File: config.mk
export PLATFORM = sky130hd
export DESIGN_NAME = mem_port_arbiter
export DESIGN_NICKNAME = d
export VERILOG_FILES = /design/src/rtl/mem_port_arbiter.sv
export SDC_FILE = /design/constraint.sdc
export NUM_CORES = 1
export LEC_CHECK = 0
export ABC_AREA = 1
export ABC_CLOCK_PERIOD_IN_PS = 5210
export BUFFER_PORTS_ARGS = -buffer_cell sky130_fd_sc_hd__buf_2
export CAP_MARGIN = 25
export CORE_MARGIN = 2
export CORE_UTILIZATION = 35
export DETAILED_ROUTE_END_ITERATION = 12
export PLACE_DENSITY = 0.66
export SLEW_MARGIN = 20
export SYNTH_ARGS = -nofsm -noshare
export SYNTH_HDL_FRONTEND = slang
export SYNTH_SLANG_ARGS = --single-unit
File: constraint.sdc
create_clock -name clk -period 5.21 [get_ports clk]
set_input_delay 0.521 -clock clk [delete_from_list [all_inputs] [get_ports clk]]
set_output_delay 0.521 -clock clk [all_outputs]
set_load 0.01 [all_outputs]
File: src/rtl/mem_port_arbiter.sv
// Arbitrates one single-port, variable-latency memory between the instruction-fetch and data
// ports. Each access is bounded by a timeout, and the CPU is given a combinational stall.
module mem_port_arbiter #(
  parameter int ADDR_WIDTH = 32,
  parameter int DATA_WIDTH = 32,
  parameter int TIMEOUT    = 255
) (
  input  logic                  clk,
  input  logic                  cpu_rst,
  input  logic                  inst_ren,
  input  logic [ADDR_WIDTH-1:0] inst_addr,
  output logic [DATA_WIDTH-1:0] inst_rdata,
  output logic                  inst_ack,
  input  logic                  mem_ren,
  input  logic                  mem_wen,
  input  logic [ADDR_WIDTH-1:0] mem_addr,
  input  logic [DATA_WIDTH-1:0] mem_dout,
  output logic [DATA_WIDTH-1:0] mem_din,
  output logic                  mem_ack,
  output logic                  ram_cs,
  output logic                  ram_we,
  output logic [ADDR_WIDTH-1:0] ram_addr,
  output logic [DATA_WIDTH-1:0] ram_wdata,
  input  logic [DATA_WIDTH-1:0] ram_rdata,
  input  logic                  ram_ack,
  output logic                  cpu_stall,
  output logic                  bus_err
);

  // state       | meaning
  // S_IDLE      | no access; arbitrate pending requests
  // S_INST_BUSY | instruction read on the memory, waiting for ram_ack
  // S_DATA_BUSY | data read/write on the memory, waiting for ram_ack
  // S_RESP      | one-cycle ack to the granted side
  typedef enum logic [1:0] {
    S_IDLE      = 2'd0,
    S_INST_BUSY = 2'd1,
    S_DATA_BUSY = 2'd2,
    S_RESP      = 2'd3
  } state_t;

  localparam logic [15:0] TO_LAST = (TIMEOUT == 0) ? 16'd0 : 16'(TIMEOUT - 1);

  state_t                r_state, w_state;
  logic                  r_last_data, w_last_data;
  logic                  r_grant_data, w_grant_data;
  logic                  r_we, w_we;
  logic [ADDR_WIDTH-1:0] r_addr, w_addr;
  logic [DATA_WIDTH-1:0] r_wdata, w_wdata;
  logic [DATA_WIDTH-1:0] r_inst_rdata, w_inst_rdata;
  logic [DATA_WIDTH-1:0] r_mem_din, w_mem_din;
  logic [15:0]           r_cnt, w_cnt;
  logic                  r_bus_err, w_bus_err;

  logic w_dreq;
  logic w_pick_data;
  logic w_busy;
  logic w_timeout;

  assign w_dreq      = mem_ren | mem_wen;
  // On contention data wins unless it won last time, so neither side can starve.
  assign w_pick_data = w_dreq & ~(inst_ren & r_last_data);
  assign w_busy      = (r_state == S_INST_BUSY) || (r_state == S_DATA_BUSY);
  assign w_timeout   = (TIMEOUT != 0) && (r_cnt == TO_LAST);

  always_comb begin
    w_state      = r_state;
    w_last_data  = r_last_data;
    w_grant_data = r_grant_data;
    w_we         = r_we;
    w_addr       = r_addr;
    w_wdata      = r_wdata;
    w_inst_rdata = r_inst_rdata;
    w_mem_din    = r_mem_din;
    w_cnt        = r_cnt;
    w_bus_err    = r_bus_err;

    case (r_state)
      S_IDLE: begin
        if (w_dreq || inst_ren) begin
          w_grant_data = w_pick_data;
          w_last_data  = w_pick_data;
          w_addr       = w_pick_data ? mem_addr : inst_addr;
          w_we         = w_pick_data & mem_wen;
          w_wdata      = mem_dout;
          w_cnt        = 16'd0;
          w_state      = w_pick_data ? S_DATA_BUSY : S_INST_BUSY;
        end
      end
      S_INST_BUSY, S_DATA_BUSY: begin
        if (ram_ack) begin
          if (r_state == S_INST_BUSY) begin
            w_inst_rdata = ram_rdata;
          end else if (!r_we) begin
            w_mem_din = ram_rdata;
          end
          w_state = S_RESP;
        end else if (w_timeout) begin
          // A dead memory reads back all-ones so the core sees an obviously bad value.
          w_bus_err = 1'b1;
          if (r_state == S_INST_BUSY) begin
            w_inst_rdata = '1;
          end else if (!r_we) begin
            w_mem_din = '1;
          end
          w_state = S_RESP;
        end else begin
          w_cnt = r_cnt + 16'd1;
        end
      end
      S_RESP: begin
        w_we    = 1'b0;
        w_state = S_IDLE;
      end
      default: w_state = S_IDLE;
    endcase
  end

  always_ff @(posedge clk) begin
    if (cpu_rst) begin
      r_state      <= S_IDLE;
      r_last_data  <= 1'b0;
      r_grant_data <= 1'b0;
      r_we         <= 1'b0;
      r_addr       <= '0;
      r_wdata      <= '0;
      r_inst_rdata <= '0;
      r_mem_din    <= '0;
      r_cnt        <= 16'd0;
      r_bus_err    <= 1'b0;
    end else begin
      r_state      <= w_state;
      r_last_data  <= w_last_data;
      r_grant_data <= w_grant_data;
      r_we         <= w_we;
      r_addr       <= w_addr;
      r_wdata      <= w_wdata;
      r_inst_rdata <= w_inst_rdata;
      r_mem_din    <= w_mem_din;
      r_cnt        <= w_cnt;
      r_bus_err    <= w_bus_err;
    end
  end

  assign ram_cs     = w_busy;
  assign ram_we     = r_we;
  assign ram_addr   = r_addr;
  assign ram_wdata  = r_wdata;
  assign inst_rdata = r_inst_rdata;
  assign mem_din    = r_mem_din;
  assign inst_ack   = (r_state == S_RESP) && !r_grant_data;
  assign mem_ack    = (r_state == S_RESP) && r_grant_data;
  assign bus_err    = r_bus_err;
  assign cpu_stall  = (inst_ren & ~inst_ack) | (w_dreq & ~mem_ack);

endmodule

# == Word level (Yosys, flattened, before mapping) ==
# Cells that the tools add are included.
# word_totals
ff_bits,149
inputBits,134
out_inout_bits,134
# classes
reduce_logical,17
bitwise_logic,13
mux,22
eq_ne,8
add_sub_neg,1
# op_table
cell,count
$mux W32,11
$mux W16,3
$pmux W16 S2,1
$add A16 B1 Y16 const B,1
$eq A16 B8 Y1 const B,1
$mux W2,4
$reduce_and A4 Y1,2
$ne A2 B2 Y1 const B,3
$not A1 Y1,6
$pmux W2 S3,1
$reduce_and A2 Y1,3
$reduce_and A3 Y1,2
$reduce_bool A2 Y1,3
$and A1 B1 Y1,5
$eq A2 B2 Y1 const B,2
$ne A3 B3 Y1 const B,1
$eq A2 B1 Y1 const B,1
$logic_and A1 B1 Y1,2
$logic_not A2 Y1,1
$logic_or A1 B1 Y1,2
$or A1 B1 Y1,2
$pmux W1 S2,1
$reduce_or A2 Y1,1
$logic_not A1 Y1,1
$mux W1,1

# == Depth between registers and ports, before layout ==
# Gate-level depths: netlist of the first run.
# logic_depth
depth_word,6
mapped_depth,12

# == Worst setup path after synthesis of the first run ==
# No wires, ideal clock.
# synth_path
path_type,reg-to-reg
startpoint,register r_state[0]
endpoint,register r_mem_din[10] (netlist: mem_din[10])
path_buffers,3
setup_ns,0.070
stages_incl_launch_ff,8
slack_ns,3.437
t_arrival_ns,1.702
required_ns,5.140
path_cell_list,dfxtp_1 inv_1 ha_1 buf_2 clkbuf_1 clkbuf_1 nand4_1 a21oi_1
# synth_via
elab_chain_cells,3
word_cells_on_any_way,5
cone_classes,2 x eq/ne; 1 x bitwise; 2 x reduce/logical
# synth_lines
element,line_no,rtl
"start, declared",44,"state_t r_state, w_state;"
"start signal, assigned",132,r_state <= w_state;
$eq A2 B2 Y1 / $eq A2 B1 Y1 (equally long branches),"78, 92, 101",
$reduce_or A2 Y1 / $not A1 Y1 (equally long branches),--,
$reduce_and A4 Y1 (no source line) *,--,
"end signal, assigned",139,r_mem_din <= w_mem_din;
"end, declared",51,"logic [DATA_WIDTH-1:0] r_mem_din, w_mem_din;"
# Mark *: on every way between the ends. The rest lies on a longest branch, timed or not.
# A chain may end at the register's enable or synchronous reset.

# == Final worst setup path of the first run ==
# layout_path
startpoint,register r_state[0]
endpoint,register r_cnt[13]
# layout_via
elab_chain_cells,4
word_cells_on_any_way,10
cone_classes,5 x eq/ne; 1 x mux; 4 x reduce/logical
# layout_lines
element,line_no,rtl
$eq A2 B2 Y1 / $eq A2 B1 Y1 (equally long branches),78,case (r_state)
$reduce_or A2 Y1,78,
$ne A2 B2 Y1 (no source line) / $reduce_bool A2 Y1 (equally long branches),--,
$reduce_and A4 Y1 (no source line),--,
"end signal, assigned",140,r_cnt <= w_cnt;
"end, declared",52,"logic [15:0] r_cnt, w_cnt;"
# Several ways; a longest one is shown, not always the timed one.

==> key figures, run 1 <==
Power
  • Switching share of power: 0.412
  • Pwr Total: around 4500 uW
  • P_sw: ~1800 uW
  • Sequential Power Share: 0.350
  • Internal power: 2620 uW
  • Comb pwr share: 0.393
  • P_leak: 0.00383 uW
  • PwrDens: 530 nW/um2
  • Clk network pwr share: 0.258
  • VDD IR max: roughly 0.00029 V

Global route
  • Number of antenna violations at the first check in global routing: 2
  • Remaining Overflow, GRT: 0
  • All-Layer GR Usage: 0.195
  • Vias in the first global route: 6074
  • Largest net degree at the start of global routing: 79
  • First-pass GRT wire length: between 30000 and 40000 um

STA
  • Crit share post-route: 0.563
  • Worst rel slew slack: 0.387
  • Final hold violation count: 0
  • Fin crit period: 2.94 ns
  • # setup viols final: 0
  • Sum Neg Setup Slack: 0 ns
  • Fmax: 0.341 GHz
  • RSZ-0062 raised after global routing: false
  • Slew @ Worst Pin: 0.918 ns
  • Worst Skew: 0.0121 ns
  • Hold slack: 0.348 ns
  • Final Slew Violations: 0

CTS
  • CTS Buffer Depth: 2
  • # resized after CTS: 0
  • CTS buffer count: 17
  • Clock transition at path regs: 0.07 ns
  • Root Driver: clkbuf_16
  • CTS tree: yes
  • CTS H-tree depth: 4
  • Later-pin clock latency in the skew report: 0.42 ns
  • CTS Hold Bufs: 0
  • Clock Sinks: 149
  • Setup bufs post-CTS: 0

Critical path
  • Critical path peak fanout: 70
  • CP endpoint kind: flip-flop
  • Critical-path top delay cell: buf_4
  • Crit path largest cell delay: between 0.5 and 0.6 ns
  • WS Path Type: reg2reg
  • Worst Path Arrival: 3.28 ns
  • Worst path cell trace: inv_1, ha_2, buf_4, inv_1, o21ai_2, inv_1, nor2_1, o21ai_0, a21oi_1
  • Crit path launch type: flip-flop
  • Crit path top cell by count: inv_1
  • Critical Path RT: 5.55 ns

Placement
  • Port-buffer cells: 267
  • GP Congestion: 0.858
  • Placement Cell Area: 7840 um2
  • HPWL Detailed: 13000 um

Routing
  • Detailed Route Iter0 Violations: 305
  • Drt wl/cell: 14.6 um
  • DRT Pass-1 Iters: 4
  • Total wire length: 19600 um
  • Via/cell ratio: 4.96
  • DR vias: 6652
  • Post-DRT Antenna Nets: 0
  • Drt drc: 0

Synthesis
  • Post-Synth XOR/XNOR Area: 0.00136
  • Mux contribution to synthesized area: 0
  • Number of enable flip-flop cells after synthesis: 0
  • Register area share after synthesis: 0.463
  • Commonest cells in the synthesized netlist: nand2_1, dfxtp_1, a21oi_1
  • Synth Area in Compound Gates: 0.180
  • Syn Nets: just over 1000
  • Synth Area in Adders: 0.00972
  • Netlist cell types: 28
  • Synthesized cell area: 6440 um2
  • Primary FF master, synth: dfxtp_1
  • FF+latch count, synth: 149
  • Post-Synth Simple-Gate Area: 0.274
  • Area contributors post-synth: dfxtp_1, a21oi_1, nand2_1
  • Synth warnings: 0
  • Post-Synthesis Cells: ~870
  • Most numerous cell in the Yosys netlist: nand2_1
  • Area share of the largest cell type after synthesis: 0.463
  • Main combinational cell family by area after synthesis: simple AND/OR/NAND/NOR gates
  • Largest area contributor in the netlist: dfxtp_1
  • Syn avg cell area: 7.39 um2
  • Post-synth ARST share: 0

Finish
  • Layout cells sized above 1: 0.320
  • P&R area growth vs syn: 30.6%
  • Final net count: 1237
  • Final Util: 0.466
  • Post-route cell area: 8410 um2

Status
  • Status: complete, no violations

Floorplanning
  • Core Region: 18000 um2
  • Chip Width: 140 um
  • Vert. Die Dim: roughly 140 um
  • Die ar.: 19500 um2
  • I/O pins: between 200 and 300
  • Initial Util: 0.357
  • Rows: 49

Worst hold path
  • HP Class: in2reg

Run
  • Max Cap Violations: 0
## cell families (layout without fill, tap and decap cells)
family,count (synthesis),after routing
AND/OR/NAND/NOR,388,388
AO/OA/AOI/OAI,226,226
flip-flops,149,149
buffers and inverters,102,342
adder cells (fa/ha/maj),5,5
XOR/XNOR,1,1
other,0,1
## layout by cell type (no fill, tap or decap), drive strengths merged
cell	synthesis	layout
a211oi	1	1
a21oi	143	143
a31oi	1	1
buf	22	278
clkbuf	48	18
clkinv	0	3
clkinvlp	0	4
dfxtp	149	149
diode	0	1
ha	5	5
inv	32	39
nand2	167	167
nand3	25	25
nand4	65	65
nor2	96	96
nor3	3	3
o211ai	2	2
o21a	1	1
o21ai	73	73
o21bai	4	4
o22ai	1	1
or2	32	32
xnor2	1	1
## flip-flops by register name, summed over array words and instances (netlist names)
signal	flops
r_state	2
r_cnt	16
bus_err	1
ram_we	1
ram_wdata	32
ram_addr	32
mem_din	32
inst_rdata	32
r_grant_data	1
## area by class of cell
| cell class | instances | area (um2) |
|---|---|---|
| Clock inverter | 14 | 116 |
| Clock buffer | 18 | 429 |
| Multi-Input combinational cell | 620 | 3000 |
| Sequential cell | 149 | 2980 |
| Antenna cell | 1 | 2.50 |
| Fill cell | 1875 | 9620 |
| Tap cell | 229 | 287 |
| Timing Repair Buffer | 278 | 1460 |
| Inverter | 32 | 120 |
## critical path: cells and delay by family, from the launching register on
| family | cells | cell delay, ns |
|---|---|---|
| buf+inv | 4 | 1.05 |
| flops | 1 | 0.36 |
| fa+ha+maj | 1 | 0.31 |
| simple gates | 1 | 0.31 |
| compound gates | 3 | 0.82 |
## layer usage
layer,wire length (um),vias up,GRT usage,share of wire
li1,-,3397,-,-
met1,8580,2975,0.241,0.44
met2,9000,250,0.315,0.46
met3,1590,28,0.0681,0.081
met4,414,2,0.0695,0.021
met5,13,-,0,0.00066
## power groups by stage
stage                     Sequential (uW)  Clock [uW]  Combinational, uW
after floorplan                      1700           0               1040
after global placement               1580           0               1720
after detailed placement             1580           0               1730
after CTS                            1560        1180               1740
after global routing                 1590        1230               1950
final                                1560        1150               1750
## per-stage QoR
stage          std cells  setup WS [ns]
3_3_place_gp        1305           2.33
4_1_cts             1339           2.24
5_1_grt             1340           2.03
2_1_floorplan        871           3.44
6_report            1341           2.27
3_5_place_dp        1307           2.26
## worst paths after layout
kind | from | to | slack, ns | cells past startpoint
worst min register to register | inst_rdata[14]$_SDFFE_PP0P_ | inst_rdata[14]$_SDFFE_PP0P_ | 0.46 | 2
worst max register to register | r_state[0]$_SDFFE_PP0P_ | r_cnt[13]$_SDFFE_PP0P_ | 2.27 | 9
worst max-delay path | r_state[0]$_SDFFE_PP0P_ | r_cnt[13]$_SDFFE_PP0P_ | 2.27 | 9
worst min-delay path | mem_addr[31] | ram_addr[31]$_SDFFE_PP0P_ | 0.35 | 3
(Power assumes the default switching activity.)
==> run 2: changes to the inputs <==
ABC_CLOCK_PERIOD_IN_PS = 2700   (was 5210)
PLACE_DENSITY = 0.69   (was 0.66)
clock period = 2.7 ns   (was 5.21 ns; I/O delays follow)
==> run 2 against run 1 <==
Effect of this change:
- sequential power rose by 94%
- die area unchanged
- cell count up 0.22%
- register-to-register slack worse by 1.7 ns
- global-route usage fell by 0.051 points
- final area grew 0.27%
- clock skew down 0.0036 ns
- critical endpoint is now ram_cs
- largest cell class unchanged
- largest power group unchanged
==> key figures, run 2 (synthesis gave the netlist of run 1 again) <==
STA
  • Slew @ Worst Pin: 0.816 ns (-0.102 ns)
  • RSZ-0062 raised after global routing: false
  • Worst Skew: 0.00852 ns (-0.00356 ns)
  • Fin crit period: 2.29 ns
  • Crit share post-route: 0.848
  • Final Slew Violations: 0 (unchanged)
  • Final hold violation count: 0 (unchanged)
  • Fmax: between 0.4 and 0.5 GHz
  • # setup viols final: 0 (unchanged)
  • Sum Neg Setup Slack: 0 ns (unchanged)
  • Worst rel slew slack: 0.456 (+0.0689)

Placement
  • Port-buffer cells: 267 (unchanged)
  • HPWL Detailed: 12900 um (-0.35%)
  • GP Congestion: 0.844 (-1.6%)
  • Placement Cell Area: 7860 um2 (+0.29%)

Finish
  • Commonest non-fill, non-tap cells in the layout: buf_2, nand2_1, dfxtp_1, a21oi_1, nor2_1
  • Layout cells sized above 1: 0.322 (+0.00183)
  • Post-route cell area: 8430 um2 (+0.27%)
  • P&R area growth vs syn: 30.9%
  • Commonest non-fill, non-tap cell in the layout: buf_2
  • Final net count: 1240 (+0.24%)

Critical path
  • Worst path cell trace: inv_1, ha_2, buf_4, buf_2
  • Crit path largest cell delay: 0.56 ns (+0.02 ns)
  • CP top delay family: buffers and inverters
  • CP endpoint kind: output pin
  • Critical path peak fanout: 69 (-1.4%)
  • WS Path Type: reg2out
  • Buffers & Inverters on Critical Path: 3 (-1)
  • Crit path launch type: flip-flop
  • Worst Path Arrival: 2.02 ns (-1.26 ns)
  • Critical-path top delay cell: buf_4
  • Reg2Reg Setup Slack: 0.57 ns (-1.70 ns)
  • Critical Path RT: 2.43 ns (-3.12 ns)

CTS
  • Root Driver: clkbuf_16
  • Later-pin clock latency in the skew report: 0.42 ns (about the same)
  • CTS H-tree depth: 4 (unchanged)
  • Clock Sinks: 149 (unchanged)
  • CTS Hold Bufs: 0 (unchanged)
  • Setup bufs post-CTS: 0 (unchanged)
  • Clock transition at path regs: 0.07 ns (about the same)
  • # resized after CTS: 0 (unchanged)
  • CTS tree: yes
  • CTS buffer count: 17 (unchanged)
  • CTS Buffer Depth: 2 (unchanged)

Global route
  • First-pass GRT wire length: 31200 um (+0.96%)
  • Number of antenna violations at the first check in global routing: 1 (-1)
  • Vias in the first global route: 6310 (+3.9%)
  • Largest net degree at the start of global routing: 78 (-1.3%)
  • Remaining Overflow, GRT: 0 (unchanged)
  • All-Layer GR Usage: 0.194 (-0.000511)

Worst hold path
  • HP Class: in2reg

Floorplanning
  • Vert. Die Dim: 140 um (unchanged)
  • Die ar.: 19500 um2 (unchanged)
  • I/O pins: 268 (unchanged)
  • Rows: 49 (unchanged)
  • Initial Util: 0.357 (unchanged)
  • Chip Width: 140 um (unchanged)
  • Core Region: 18000 um2 (unchanged)

Power
  • Sequential Power Share: 0.346 (-0.004)
  • P_leak: 0.00386 uW (+0.80%)
  • Comb pwr share: 0.391 (-0.002)
  • Switching share of power: 0.408 (-0.00390)
  • P_sw: 3560 uW (+94%)
  • Clk network pwr share: 0.264 (+0.006)
  • Internal power: 5160 uW (+97%)
  • VDD IR max: 0.000526 V (+84%)
  • PwrDens: 1040 nW/um2 (+95%)

Status
  • Status: complete, no violations

Routing
  • Via/cell ratio: 5.03 (+1.4%)
  • Drt wl/cell: 14.5 um (-1.1%)
  • Total wire length: 19400 um (-0.86%)
  • Detailed Route Iter0 Violations: 352 (+15%)
  • Drt drc: 0 (unchanged)
  • Post-DRT Antenna Nets: 0 (unchanged)
  • DR vias: 6763 (+1.7%)
  • DRT Pass-1 Iters: 6 (+2)

Run
  • Max Cap Violations: 0 (unchanged)
==> run 2: final timing paths <==
check | cells after the start | to | start
max | 4 | ram_cs | r_state[0]$_SDFFE_PP0P_
min | 3 | ram_addr[9]$_SDFFE_PP0P_ | mem_addr[9]
max reg2reg | 7 | r_cnt[12]$_SDFFE_PP0P_ | r_state[0]$_SDFFE_PP0P_
min reg2reg | 2 | mem_din[11]$_SDFFE_PP0P_ | mem_din[11]$_SDFFE_PP0P_
==> run 2: metal layers <==
layer | wire length, um | vias to the layer above | GRT usage | share of wire
met4 | 242 | 0 | 0.0526 | 0.012
li1 | - | 3397 | - | -
met5 | 0 | - | 0 | 0
met1 | 8260 | 3071 | 0.246 | 0.43
met3 | 1550 | 21 | 0.0544 | 0.080
met2 | 9380 | 274 | 0.325 | 0.48
==> run 2: power groups by stage <==
stage | registers, uW | clock network [uW] | logic, uW
4_1_cts | 3020 | 2370 | 3420
3_5_place_dp | 3050 | 0 | 3410
2_1_floorplan | 3290 | 0 | 2000
3_3_place_gp | 3060 | 0 | 3380
6_report | 3020 | 2300 | 3410
5_1_grt | 3090 | 2470 | 3800
==> run 2: through the flow <==
step / setup slack, ns / power, uW / utilization / hold slack (ns) / cells
CTS: 0.415 / 8810 / 0.467 / 0.0704 / 1343
finish: 0.409 / 8720 / 0.468 / 0.0928 / 1344
detailed placement: 0.589 / 6460 / 0.436 / 0.449 / 1311
global placement: 0.613 / 6430 / 0.436 / 0.443 / 1311
floorplan: 0.927 / 5290 / - / 0.417 / 871
global route: 0.318 / 9350 / 0.467 / 0.0806 / 1343
==> run 2: worst min-delay path: stages <==
cell	delay [ns]
buf_2	0.09
nand2_1	0.05
a21oi_1	0.05
==> run 2: area by class of cell <==
cell class                 instances  area, um2
clock inverter                    14        136
tap                              229        287
inverter                          32        120
timing repair buffer             281       1470
sequential                       149       2980
fill                            1819       9600
antenna                            1       2.50
clock buffer                      18        429
multi-input combinational        620       3000
==> run 3: changes to the inputs <==
ABC_CLOCK_PERIOD_IN_PS = 2000   (was 2700)
clock period = 2 ns   (was 2.7 ns; I/O delays follow)
==> run 3 against run 2 <==
Effect of this change:
- wire length grew 2.2%
- final area grew 1.9%
- flip-flop and latch count is the same
- largest cell class unchanged
- non-clock buffer count grew 6
- critical path depth is the same
- worst setup slack lost 0.26 ns
- global-route usage grew 0.40 points
- sequential power grew 35%
==> key figures, run 3 (synthesis gave the netlist of run 1 again) <==
STA
  • Worst Skew: 0.00849 ns (-0.0000357 ns)
  • Fmax: 0.541 GHz
  • RSZ-0062 raised after global routing: false
  • # setup viols final: 0 (unchanged)
  • Final Slew Violations: 0 (unchanged)
  • Final worst slack: 0.152 ns (-0.257 ns)
  • Sum Neg Setup Slack: 0 ns (unchanged)
  • Worst rel slew slack: 0.490 (+0.0334)
  • Slew @ Worst Pin: 0.766 ns (-0.0502 ns)
  • Crit share post-route: 0.924
  • Final hold violation count: 0 (unchanged)
  • Fin crit period: 1.85 ns

Floorplanning
  • Vert. Die Dim: 140 um (unchanged)
  • Die ar.: 19500 um2 (unchanged)
  • Core Region: 18000 um2 (unchanged)
  • I/O pins: 268 (unchanged)
  • Chip Width: 140 um (unchanged)
  • Initial Util: 0.357 (unchanged)
  • Rows: 49 (unchanged)

Global route
  • All-Layer GR Usage: 0.198 (+0.00396)
  • Vias in the first global route: 6402 (+1.5%)
  • First-pass GRT wire length: 31700 um (+1.5%)
  • Largest net degree at the start of global routing: 73 (-6.4%)
  • Number of antenna violations at the first check in global routing: 3 (+2)
  • Remaining Overflow, GRT: 0 (unchanged)

Worst hold path
  • Critical hold path startpoint: mem_addr[23]
  • Hold path endpoint: ram_addr[23]$_SDFFE_PP0P_
  • HP Class: in2reg
  • Hold depth: 3 (unchanged)

Run
  • Max Cap Violations: 0 (unchanged)

Finish
  • Layout cells sized above 1: 0.328 (+0.00542)
  • Final Util: 0.476 (+0.00875)
  • Commonest non-fill, non-tap cell in the layout: buf_2
  • Commonest non-fill, non-tap cells in the layout: buf_2, nand2_1, dfxtp_1, a21oi_1, nor2_1
  • P&R area growth vs syn: 33.4%
  • Post-route cell area: 8590 um2 (+1.9%)
  • Final net count: 1246 (+0.48%)

Status
  • Status: complete, no violations

Placement
  • Placement Cell Area: 7940 um2 (+1.1%)
  • Port-buffer cells: 267 (unchanged)
  • Pre-CTS WS: 0.198 ns (-0.391 ns)
  • GP Congestion: 0.826 (-2.2%)
  • HPWL Detailed: 13500 um (+4.3%)

CTS
  • Clock Sinks: 149 (unchanged)
  • CTS buffer count: 17 (unchanged)
  • Later-pin clock latency in the skew report: 0.42 ns (about the same)
  • CTS tree: yes
  • Root Driver: clkbuf_16
  • Clock transition at path regs: 0.07 ns (about the same)
  • CTS Buffer Depth: 2 (unchanged)
  • Setup bufs post-CTS: 0 (unchanged)
  • CTS H-tree depth: 4 (unchanged)

Routing
  • DRT Pass-1 Iters: 5 (-1)
  • Drt wl/cell: 14.7 um (+1.5%)
  • Via/cell ratio: 5.09 (+1.1%)
  • Post-DRT Antenna Nets: 0 (unchanged)
  • Drt drc: 0 (unchanged)
  • DR vias: 6882 (+1.8%)
  • Detailed Route Iter0 Violations: 357 (+1.4%)
  • Total wire length: 19900 um (+2.2%)

Power
  • P_leak: 0.00392 uW (+1.7%)
  • Pwr Total: 12200 uW (+39%)
  • PwrDens: 1420 nW/um2 (+37%)
  • VDD IR max: 0.000872 V (+66%)

Critical path
  • Critical path peak fanout: 51 (-26%)
  • CP endpoint kind: output pin
  • R2R cell count: 8 (+1)
  • Critical Path RT: 1.80 ns (-0.63 ns)
  • Reg2Reg Setup Slack: 0.25 ns (-0.32 ns)
  • WS Path Type: reg2out
  • Worst flop-to-flop path endpoint: r_cnt[0]$_SDFFE_PP0P_
  • Reg-to-reg critical path startpoint: r_state[0]$_SDFFE_PP0P_
  • Crit path launch type: flip-flop
  • Worst Path Arrival: 1.65 ns (-0.37 ns)
[run 3: how the worst max path moves through the flow]
| stage | endpoint | from | slack, ns | depth (start not counted) |
|---|---|---|---|---|
| 5_1_grt | inst_rdata[9]$_SDFFE_PP0P_ | r_cnt[7]$_SDFFE_PP0P_ | 0.05 | 9 |
| 6_report | ram_cs | r_state[0]$_SDFFE_PP0P_ | 0.15 | 4 |
| 3_5_place_dp | r_cnt[0]$_SDFFE_PP0P_ | r_state[0]$_SDFFE_PP0P_ | 0.20 | 8 |
| 4_1_cts | ram_cs | r_state[0]$_SDFFE_PP0P_ | 0.009 | 4 |
| 3_3_place_gp | r_cnt[13]$_SDFFE_PP0P_ | r_state[0]$_SDFFE_PP0P_ | 0.19 | 8 |
| 2_1_floorplan | mem_din[10]$_SDFFE_PP0P_ | r_state[0]$_SDFFE_PP0P_ | 0.23 | 7 |
[run 3: where the power goes]
group	leakage, uW	switching, uW	internal (uW)
registers	0.00122	363	3710
clock network	0.000293	1420	1810
logic	0.00241	3170	1690
[run 3: area by class of cell]
| type | count | area, um2 |
|---|---|---|
| Sequential cell | 149 | 2980 |
| Clock buffer | 18 | 439 |
| Tap cell | 229 | 287 |
| Antenna cell | 4 | 10.0 |
| Timing Repair Buffer | 287 | 1560 |
| Clock inverter | 14 | 160 |
| Inverter | 32 | 120 |
| Fill cell | 1799 | 9440 |
| Multi-Input combinational cell | 620 | 3030 |
[run 3: metrics by stage]
step / cells / hold slack [ns]
finish: 1353 / 0.0234
global route: 1351 / 0.00796
CTS: 1349 / 0.00522
detailed placement: 1317 / 0.449
global placement: 1317 / 0.445
floorplan: 871 / 0.347
[run 3: critical path, stage by stage, from the launching register on]
cell,delay [ns]
dfxtp_1,0.36
inv_1,0.10
ha_4,0.33
buf_12,0.24
buf_2,0.18
[run 3: layer usage]
layer	share of wire	up-vias	GRT usage
met1	0.42	3140	0.249
met5	0	-	0
met2	0.47	291	0.318
met3	0.079	33	0.0606
li1	-	3418	-
met4	0.026	0	0.0816
[run 3: what timing repair did]
item / 4_1_cts / 5_1_grt
hold buffers: 0 / 0
endpoints found under the setup margin: 1 / 5
gates resized for setup: 2 / 4
